--- src/rtl/seq_pattern_gen.sv ---
// seq_pattern_gen: serial MSB-first pattern transmitter with repeat/gap control and start/busy/done handshake
module seq_pattern_gen #(
  parameter int MAX_LEN = 8,
  parameter int LEN_W = 4,
  parameter int RPT_W = 4,
  parameter int GAP_W = 4
) (
  input  logic               clk,
  input  logic               reset,
  input  logic               start,
  input  logic [MAX_LEN-1:0] pattern,
  input  logic [LEN_W-1:0]   len,
  input  logic [RPT_W-1:0]   reps,
  input  logic [GAP_W-1:0]   gap,
  output logic               dout,
  output logic               dout_valid,
  output logic               ready,
  output logic               busy,
  output logic               done,
  output logic               err
);
  typedef enum logic [1:0] {IDLE, SHIFT, GAP, DONE} state_t;
  state_t state, nxt;
  logic [MAX_LEN-1:0] sr, pat_a, aligned;
  logic [LEN_W-1:0] len_l, cnt, shamt;
  logic [RPT_W-1:0] rcnt;
  logic [GAP_W-1:0] gap_l, gcnt;
  logic len_ok, accept, last_bit;
  assign len_ok = len != '0 && len <= LEN_W'(MAX_LEN);
  assign accept = state == IDLE && start && len_ok;
  assign last_bit = cnt == '0;
  assign shamt = LEN_W'(MAX_LEN) - len;
  // left-align so the first bit to send always sits at the MSB of the shifter
  assign aligned = pattern << shamt;
  always_ff @(posedge clk)
    if (reset) state <= IDLE;
    else state <= nxt;
  always_comb begin
    nxt = state;
    dout = 1'b0;
    dout_valid = 1'b0;
    ready = 1'b0;
    busy = 1'b1;
    done = 1'b0;
    case (state)
      IDLE: begin
        ready = 1'b1;
        busy = 1'b0;
        nxt = accept ? SHIFT : IDLE;
      end
      SHIFT: begin
        dout = sr[MAX_LEN-1];
        dout_valid = 1'b1;
        nxt = !last_bit ? SHIFT : rcnt == '0 ? DONE : gap_l != '0 ? GAP : SHIFT;
      end
      GAP: nxt = gcnt == '0 ? SHIFT : GAP;
      default: begin
        done = 1'b1;
        nxt = IDLE;
      end
    endcase
  end
  always_ff @(posedge clk)
    if (reset) begin
      sr <= '0;
      pat_a <= '0;
      len_l <= '0;
      cnt <= '0;
      rcnt <= '0;
      gap_l <= '0;
      gcnt <= '0;
      err <= 1'b0;
    end else begin
      err <= state == IDLE && start && !len_ok;
      case (state)
        IDLE:
          if (accept) begin
            sr <= aligned;
            pat_a <= aligned;
            len_l <= len;
            cnt <= len - 1'b1;
            rcnt <= reps;
            gap_l <= gap;
          end
        SHIFT:
          if (!last_bit) begin
            sr <= sr << 1;
            cnt <= cnt - 1'b1;
          end else begin
            // reload now so both the back-to-back and post-gap paths start ready
            sr <= pat_a;
            cnt <= len_l - 1'b1;
            gcnt <= gap_l - 1'b1;
            if (rcnt != '0) rcnt <= rcnt - 1'b1;
          end
        GAP: gcnt <= gcnt - 1'b1;
        default: ;
      endcase
    end
endmodule

--- config.mk ---
export PLATFORM = sky130hd
export DESIGN_NAME = seq_pattern_gen
export DESIGN_NICKNAME = d
export VERILOG_FILES = /design/src/rtl/seq_pattern_gen.sv
export SDC_FILE = /design/constraint.sdc
export NUM_CORES = 1
export LEC_CHECK = 0
export ABC_AREA = 0
export CAP_MARGIN = 20
export CORE_ASPECT_RATIO = 1.75
export CORE_UTILIZATION = 25
export CTS_CLUSTER_SIZE = 16
export DETAILED_ROUTE_END_ITERATION = 10
export DONT_BUFFER_PORTS = 1
export SYNTH_ARGS = -nofsm -noshare
export SYNTH_HDL_FRONTEND = slang
export SYNTH_SLANG_ARGS = --single-unit
--- constraint.sdc ---
create_clock -name clk -period 3.5 [get_ports clk]
set_clock_uncertainty 0.15 [all_clocks]
set_input_delay 0.7 -clock clk [delete_from_list [all_inputs] [get_ports clk]]
set_output_delay 0.7 -clock clk [all_outputs]
set_load 0.05 [all_outputs]
== Yosys cells after proc, flatten, opt, wreduce, memory -nomap -nowiden ==
Cells that the tools add are included.

* Bits in registers: 39
* Output and inout bits: 6

* Eq/ne operators: 5
* Order comparisons: 1
* Reductions and logical operators: 19
* Shift-type cells: 1
* Multiplexer cells: 23
* Add/sub/neg operators: 7

{| class="wikitable"
|+ Operators by type and width
! kind !! number
|-
| $mux W4 || 6
|-
| $pmux W4 S2 || 3
|-
| $sub A4 B1 Y4 const B || 6
|-
| $mux W8 || 2
|-
| $pmux W8 S2 || 1
|-
| $logic_not A4 Y1 || 3
|-
| $reduce_bool A4 Y1 || 3
|-
| $mux W2 || 4
|-
| $shl A8 B4 Y8 || 1
|-
| $mux W1 || 6
|-
| $ne A2 B2 Y1 const B || 3
|-
| $pmux W2 S3 || 1
|-
| $reduce_and A2 Y1 || 3
|-
| $le A4 B4 Y1 const B || 1
|-
| $logic_and A1 B1 Y1 || 4
|-
| $reduce_and A4 Y1 || 1
|-
| $reduce_bool A2 Y1 || 2
|-
| $sub A4 B4 Y4 const A || 1
|-
| $reduce_or A3 Y1 || 1
|-
| $eq A2 B1 Y1 const B || 1
|-
| $eq A2 B2 Y1 const B || 1
|-
| $logic_not A2 Y1 || 1
|-
| $logic_not A1 Y1 || 1
|}

== Depth between registers and ports, before layout ==
Gate-level depths: netlist of the first run.

* Depth after elaboration: 5
* Gate-level depth with buffers: 9

== Worst setup path after synthesis of the first run ==
Ideal clock, no wire load.

* Path type: reg-to-output
* Start: reg state[1]
* End: out busy
* Arrival time: 1.754 ns
* Cell stages (with the launch flop): 4
* Buffers on the path: 1
* Slack: 0.896 ns
* Cell sequence: dfxtp_1 > buf_2 > nor2_1 > inv_1

* Longest elaborated chain between the ends: 2

{| class="wikitable"
|+ Ends and longest elaborated chain
! what !! line !! text
|-
| start: declaration || 23 || <nowiki>state_t state, nxt;</nowiki>
|-
| start signal: assignment || 37 || <nowiki>else state <= nxt;</nowiki>
|-
| $logic_not A2 Y1 || 45 || <nowiki>case (state)</nowiki>
|-
| $mux W1 || 45 ||
|-
| end: declaration || 18 || <nowiki>output logic busy,</nowiki>
|}

Every way passes these cells.

== Worst setup path after layout of the first run ==
* Start: reg state[0]
* End: out dout

* Longest elaborated chain between the ends: 2

{| class="wikitable"
|+ Ends and longest elaborated chain
! what !! line !! text
|-
| $eq A2 B1 Y1 || 45 ||
|-
| $mux W1 || 45 ||
|-
| end: declaration || 15 || <nowiki>output logic dout,</nowiki>
|}

Every way passes these cells.

==> results of run 1 <==
## metrics by stage
stage               utilization  instance area, um2  hold slack (ns)
detailed placement        0.267                2420            0.290
finish                    0.287                2610            0.299
floorplan                     -                2340            0.282
global route              0.287                2610            0.318
global placement          0.267                2420            0.286
CTS                       0.287                2610            0.300
## flip-flops by register name, summed over array words and instances (netlist names)
register,flops
sr,8
cnt,4
gcnt,4
pat_a,8
rcnt,4
len_l,4
state,2
gap_l,4
err,1
## cell usage in the layout, fill, tap and decap left out, types with 4 or more instances in the layout
cell type	synthesis	final
nand2_1	45	45
mux2i_1	11	11
a31oi_1	5	5
a211oi_1	4	4
buf_4	3	4
mux4_2	5	5
a21oi_1	26	26
ha_1	4	4
a211oi_2	4	4
nor2_1	20	20
inv_1	6	6
nand3_1	5	5
clkbuf_16	0	5
nor3_1	4	4
o21ai_1	7	7
dfxtp_1	39	39
o21ai_0	5	5
nand2b_1	6	6
## power by group through the flow
| stage | Combinational, mW | Sequential, mW | Clock [mW] |
|---|---|---|---|
| 3_5_place_dp | 0.461 | 0.573 | 0 |
| 2_1_floorplan | 0.399 | 0.555 | 0 |
| 4_1_cts | 0.463 | 0.564 | 0.607 |
| 6_report | 0.458 | 0.565 | 0.594 |
| 3_3_place_gp | 0.455 | 0.571 | 0 |
| 5_1_grt | 0.508 | 0.575 | 0.617 |
## path summary, 6_finish.rpt
check	start	endpoint	slack, ns	cells after the start
max	state[0]	dout	1.19	3
min	pat_a[5]	pat_a[5]	0.30	2
max reg2reg	state[0]	cnt[2]	1.36	8
min reg2reg	pat_a[5]	pat_a[5]	0.30	2
## kinds of logic (layout without fill, tap and decap cells)
| group | after synthesis | after routing | share of synthesized area |
|---|---|---|---|
| xor+xnor | 6 | 6 | 0.0338 |
| simple gates | 108 | 108 | 0.232 |
| mux | 16 | 16 | 0.0953 |
| fa+ha+maj | 4 | 4 | 0.0214 |
| compound gates | 75 | 75 | 0.232 |
| buf+inv | 24 | 19 | 0.0503 |
| flops | 39 | 39 | 0.334 |
## layer usage
layer | global-route usage | vias to the layer above
li1 | - | 963
met4 | 0.0677 | 0
met1 | 0.136 | 932
met3 | 0.0232 | 10
met2 | 0.240 | 50
met5 | 0 | -
## cell type report
| type | count | area share |
|---|---|---|
| multi-input combinational | 209 | 0.550 |
| clock buffer | 6 | 0.0493 |
| tap | 120 | 0.0574 |
| inverter | 7 | 0.0101 |
| timing repair buffer | 4 | 0.0115 |
| sequential | 39 | 0.299 |
| clock inverter | 2 | 0.0230 |
## worst max-delay path, stage by stage (launching register included)
cell,delay (ns)
dfxtp_1,0.49
nand2b_1,0.13
inv_2,0.07
and2_1,0.48
==> qor.yml, run 1 <==
routing:
  highest_layer: "met4"
  drt_iter0_markers: 48
  wl_met3_um: 205
  wirelength_met1_um: 2210
  drt_first_pass_iters: 6
  drt_wl_total_um: 5700
  routed_via_density: 5.05
  wl_per_cell_um: 14.7
  route.detailed.drc: 0
  wl_met2_um: 3150
  vias: 1955
  antenna_left: 0
power:
  finalPower_mw: 1.62
  p_int_mw: 1.09
  switchingPower_mw: 0.523
  peakVddDrop_mv: 0.265
  switching_share: 0.324
  power_frac_seq: 0.350
  pwr-share-comb: 0.283
  power.share.clock: 0.367
  pwr_density_cell_mw_per_mm2: 619
  p_leak_nw: 0.951
setup_path:
  crit_required_ns: 2.65
  crit_type: "flop to primary output"
  critPathLaunchType: "flop"
  cp_max_fo: 9
  cp-end-kind: "primary output"
  crit_arrival_ns: 1.46
synth:
  synth_top_area_share: 0.334
  synth-seq-area-share: 0.334
  avgSynthCellArea_um2: 8.59
  postSynthNetCount: 299
  synth.cell_area_mm2: 0.00234
  netlist_top_cells_area: "dfxtp_1 (33%), nand2_1 (7.2%), a21oi_1 (5.6%)"
  async_flop_share: 0
  synth_top_flop_cell: "dfxtp_1"
  yosys_warnings: 0
  synth_seq_cells: 39
  synthTopCellsByCount: "nand2_1 (45), dfxtp_1 (39), a21oi_1 (26)"
  synth.most_common_cell: "nand2_1"
  synth_cell_types: 60
  synth_edf_count: 0
  yosys.area.top_type: "dfxtp_1"
  syn_inst: 272
die:
  core_area_mm2: 0.00909
  initial_core_util: 0.257
  rows: 46
  ioPinCount: 29
  die_area_mm2: 0.00975
  dieWidth_um: 75.1
  chipHeight_um: 130
cts:
  cts_num_sinks: 39
  cts_resized: 0
  clk_latency_ns: 0.29
  cts_hold_buf: 0
  cts_max_path_buffers: 2
  cts_tree: "done"
  ctsRootBufferMaster: "clkbuf_16"
  postCtsSetupBuffers: 0
  cts_inserted_buffers: 5
  clk_transition_reported_paths_ns: 0.06
  htree_levels: 2
placement:
  dpl.hpwl_um: 4240
  port-buffer-count: 0
  dp.cells: 379
  gp_congestion: 0.788
  dp_slack_ns: 0.959
sta:
  grt_setup_unrepaired: "no"
  setup-violations-final: 0
  hold_viol_final: 0
  worst_pin_slew_ns: 0.578
  finalSetupTns_ns: 0
  fin_crit_sh: 0.661
  timing.final.ws_setup_ns: 1.19
  drv_slew: 0
  max_freq_mhz: 432
  period_minus_slack_ns: 2.31
  slew_headroom: 0.614
global_route:
  grt_pass1_vias: 1901
  antenna_found_initial: 0
  grt_overflow: 0
  grt_max_degree: 37
  grt_use_total: 0.130
  grt_pass1_wl_um: 9560
cells_and_area:
  fin_cells: 387
  nFillCells: 997
  syn2layout_area_growth_pct: 11.9
  drive_gt1_frac: 0.146
  regArea_um2: 781
  multi_input_area_mm2: 0.00144
  diodes: 0
  final_nets: 293
run:
  drv_cap: 0
worst_hold_path:
  min_path_type: "flop to flop"
status:
  status: "finished, final reports clean"
(Power assumes the default switching activity.)
==> inputs of run 2 (changes only) <==
- clock period: 3.5 -> 2.26 ns (I/O delays scaled with it)
==> run 2 against run 1 <==
Count of clock-buffer cells in the layout shrank 1. Largest cell class unchanged. Combinational power increased by 66%. Critical endpoint unchanged. Final area up 2.7%.
==> qor.yml, run 2 (synthesis results as in run 1) <==
cts:
  cts_hold_buf: 0
  postCtsSetupBuffers: 0
  htree_levels: 2
  clk_latency_ns: 0.29
  ctsRootBufferMaster: "clkbuf_16"
  cts_resized: 0
  cts_num_sinks: 39
  cts_inserted_buffers: 5
  clk_transition_reported_paths_ns: 0.06
  cts_max_path_buffers: 2
  cts_tree: "done"
routing:
  routed_via_density: 4.98
  drt_iter0_markers: 93
  vias: 1979
  route.detailed.drc: 0
  drt_first_pass_iters: 4
  wl_per_cell_um: 14.5
  drt_wl_total_um: 5740
  antenna_left: 0
cells_and_area:
  final_nets: 303
  multi_input_area_mm2: 0.00144
  final_cell_mix: "nand2_1 (45), dfxtp_1 (39), a21oi_1 (26), nor2_1 (19), buf_4 (13)"
  drive_gt1_frac: 0.184
  largestRegisters: "pat_a (8), sr (8)"
  diodes: 0
  final_util: 0.295
  regArea_um2: 781
  nFillCells: 1006
  syn2layout_area_growth_pct: 14.9
  layout.cells.most_common: "nand2_1"
  final_area_mm2: 0.00268
die:
  die_area_mm2: 0.00975
  core_area_mm2: 0.00909
  initial_core_util: 0.257
  chipHeight_um: 130
  dieWidth_um: 75.1
  ioPinCount: 29
  rows: 46
global_route:
  antenna_found_initial: 0
  grt_overflow: 0
  grt_pass1_wl_um: 9550
  grt_pass1_vias: 1982
  grt_use_total: 0.131
  grt_max_degree: 37
sta:
  worst_pin_slew_ns: 0.579
  max_freq_mhz: 477
  drv_slew: 0
  setup-violations-final: 0
  fin_crit_sh: 0.928
  slew_headroom: 0.610
  period_minus_slack_ns: 2.10
  hold_viol_final: 0
  finalSetupTns_ns: 0
  grt_setup_unrepaired: "no"
worst_hold_path:
  holdCritStartpoint: "reset"
  min_path_type: "input pin to flop"
run:
  drv_cap: 0
setup_path:
  rr_startpoint: "cnt[0]"
  cp-startpoint: "state[0]"
  critPathLaunchType: "flop"
  crit_type: "flop to primary output"
  crit_arrival_ns: 1.50
  cp_max_fo: 13
  crit_required_ns: 1.66
  cp-end-kind: "primary output"
placement:
  port-buffer-count: 0
  gp_congestion: 0.766
  dpl_cell_area_mm2: 0.00251
  dpl.hpwl_um: 4320
power:
  peakVddDrop_mv: 0.419
  pwr_density_cell_mw_per_mm2: 907
  p_leak_nw: 0.997
status:
  status: "finished, final reports clean"
run 2: changes by cell type in the layout (fill, tap and decap cells not counted):
cell,before,now
bufinv_16,2,1
clkinv_4,0,1
nor2_1,20,19
nor2_2,3,4
clkbuf_1,1,0
buf_12,0,1
clkinv_2,0,1
buf_4,4,13
run 2: layer usage:
layer | track usage | vias to the layer above | part of all wire
met4 | 0.0577 | 0 | 0.019
li1 | - | 985 | -
met3 | 0.0232 | 7 | 0.028
met1 | 0.131 | 947 | 0.39
met5 | 0 | - | 0
met2 | 0.252 | 40 | 0.57
run 2: area by class of cell:
class | count | share of cell area
Multi-Input combinational cell | 209 | 0.537
Clock inverter | 3 | 0.0163
Clock buffer | 5 | 0.0466
Inverter | 7 | 0.00979
Tap cell | 120 | 0.0559
Timing Repair Buffer | 14 | 0.0438
Sequential cell | 39 | 0.291
run 2: metrics by stage:
stage | hold slack, ns | total power [mW] | setup WS, ns | std cells
4_1_cts | 0.0692 | 2.46 | 0.139 | 397
3_3_place_gp | 0.284 | 1.63 | 0.103 | 389
5_1_grt | 0.0706 | 2.58 | 0.0468 | 397
6_report | 0.0832 | 2.43 | 0.163 | 397
2_1_floorplan | 0.282 | 1.48 | 0.00558 | 272
3_5_place_dp | 0.292 | 1.64 | 0.0770 | 389
run 2: where the power goes:
group	leakage (nW)	internal, mW	switching [mW]
clock	0.0838	0.520	0.285
combinational	0.594	0.315	0.443
sequential	0.319	0.782	0.0881
run 2: critical path, cell delays in order, from the launching register on:
cell      delay, ns
dfxtp_1        0.43
nand2b_1       0.14
inv_2          0.24
and2_1         0.25
buf_12         0.15
run 2: path summary, 6_finish.rpt:
check / endpoint / slack (ns) / cells after the start
min: gap_l[3] / 0.08 / 1
max reg2reg: cnt[2] / 0.25 / 6
max: dout / 0.16 / 4
min reg2reg: pat_a[6] / 0.30 / 2
==> inputs of run 3 (changes only) <==
- CTS_CLUSTER_SIZE: 16 -> 24
- REMOVE_ABC_BUFFERS: unset -> 1
==> run 3 against run 2 <==
Non-clock buffer count did not move. Worst hold slack gained 0.00082 ns. Power decreased by 2.2%. Sequential power down 0.6%. Largest cell class unchanged. Via count down 1.2%. Register-to-register slack improved by 0.05 ns. First-iteration DRC count decreased by 12%. Sequential share of layout area barely moved. Die area did not move.
==> qor.yml, run 3 (synthesis results as in run 1) <==
cells_and_area:
  drive_gt1_frac: 0.181
  nFillCells: 993
  largestRegisters: "pat_a (8), sr (8)"
  multi_input_area_mm2: 0.00144
  diodes: 0
  layout.cells.most_common: "nand2_1"
  final_cell_mix: "nand2_1 (45), dfxtp_1 (39), a21oi_1 (26), nor2_1 (20), buf_4 (12)"
  syn2layout_area_growth_pct: 14.9
  final_nets: 303
  final_util: 0.295
  regArea_um2: 781
die:
  chipHeight_um: 130
  rows: 46
  initial_core_util: 0.257
  die_area_mm2: 0.00975
  core_area_mm2: 0.00909
  ioPinCount: 29
  dieWidth_um: 75.1
global_route:
  grt_pass1_vias: 2023
  antenna_found_initial: 0
  grt_pass1_wl_um: 9920
  grt_use_total: 0.135
  grt_max_degree: 37
  grt_overflow: 0
cts:
  cts_num_sinks: 39
  cts_max_path_buffers: 2
  cts_tree: "done"
  cts_resized: 0
  clk_latency_ns: 0.29
  cts_inserted_buffers: 5
  cts_hold_buf: 0
  clk_transition_reported_paths_ns: 0.06
  htree_levels: 2
  postCtsSetupBuffers: 0
  ctsRootBufferMaster: "clkbuf_16"
setup_path:
  crit_required_ns: 1.66
  crit_chain: "nand2b_1 > inv_2 > and2_1 > buf_12"
  cp_max_fo: 7
  cp_top_family: "simple AND/OR/NAND/NOR gates"
  slowest_stage: "dfxtp_1"
  crit_arrival_ns: 1.50
  cp-end-kind: "primary output"
  critPathLaunchType: "flop"
  slowest_delay_ns: 0.31
  path_buf_inv: 2
  crit_type: "flop to primary output"
routing:
  drt_first_pass_iters: 4
  vias: 1955
  drt_iter0_markers: 82
  drt_wl_total_um: 5700
  antenna_left: 0
  wl_per_cell_um: 14.3
  routed_via_density: 4.92
  route.detailed.drc: 0
sta:
  slew_headroom: 0.615
  timing.final.ws_setup_ns: 0.161
  setup-violations-final: 0
  max_freq_mhz: 476
  worst_pin_slew_ns: 0.577
  hold_viol_final: 0
  grt_setup_unrepaired: "no"
  period_minus_slack_ns: 2.10
  drv_slew: 0
  fin_crit_sh: 0.929
  finalSetupTns_ns: 0
  finalHoldWorstSlack_ns: 0.0840
power:
  finalPower_mw: 2.38
  p_leak_nw: 0.994
  peakVddDrop_mv: 0.299
  pwr_density_cell_mw_per_mm2: 887
  power.share.clock: 0.316
  pwr-share-comb: 0.320
  switchingPower_mw: 0.808
  p_int_mw: 1.57
  switching_share: 0.339
  power_frac_seq: 0.363
run:
  drv_cap: 0
placement:
  dpl.hpwl_um: 4310
  dp_slack_ns: 0.0500
  gp_congestion: 0.804
  port-buffer-count: 0
status:
  status: "finished, final reports clean"
worst_hold_path:
  min_path_type: "input pin to flop"
==> run 3: routing by layer <==
| layer | global-route usage | routed length [um] |
|---|---|---|
| met1 | 0.148 | 2320 |
| met2 | 0.238 | 3060 |
| met3 | 0.0309 | 183 |
| met4 | 0.0633 | 129 |
| met5 | 0 | 0 |
==> run 3: worst register-to-register path: stages, from the launching register on <==
cell     delay, ns
dfxtp_1       0.37
or4_1         0.74
nor2_4        0.23
nor2_1        0.09
o21ai_1       0.17
a31oi_1       0.10
==> run 3: metrics by stage <==
step | area, um2 | std cells
floorplan | 2240 | 255
global placement | 2520 | 389
detailed placement | 2520 | 389
CTS | 2690 | 397
global route | 2690 | 397
finish | 2690 | 397
==> run 3: path summary, 6_finish.rpt <==
check	startpoint	end	slack, ns	cells past startpoint
max	state[1]	dout	0.16	4
min	reset	cnt[3]	0.08	1
max reg2reg	cnt[0]	gcnt[3]	0.30	5
min reg2reg	len_l[2]	len_l[2]	0.30	2
==> run 3: area by class of cell <==
cell class | instances | area share
inverters | 7 | 0.00979
multi-input cells | 209 | 0.535
clock inverters | 1 | 0.00280
repair buffers | 14 | 0.0485
flip-flops and latches | 39 | 0.291
well taps | 120 | 0.0559
clock buffers | 7 | 0.0568
==> run 3: power by group through the flow <==
| stage | Sequential (mW) | Clock, mW | Combinational [mW] |
|---|---|---|---|
| after floorplan | 0.861 | 0 | 0.562 |
| after global placement | 0.875 | 0 | 0.762 |
| after detailed placement | 0.879 | 0 | 0.771 |
| after CTS | 0.865 | 0.783 | 0.773 |
| after global routing | 0.878 | 0.806 | 0.857 |
| final | 0.865 | 0.753 | 0.763 |
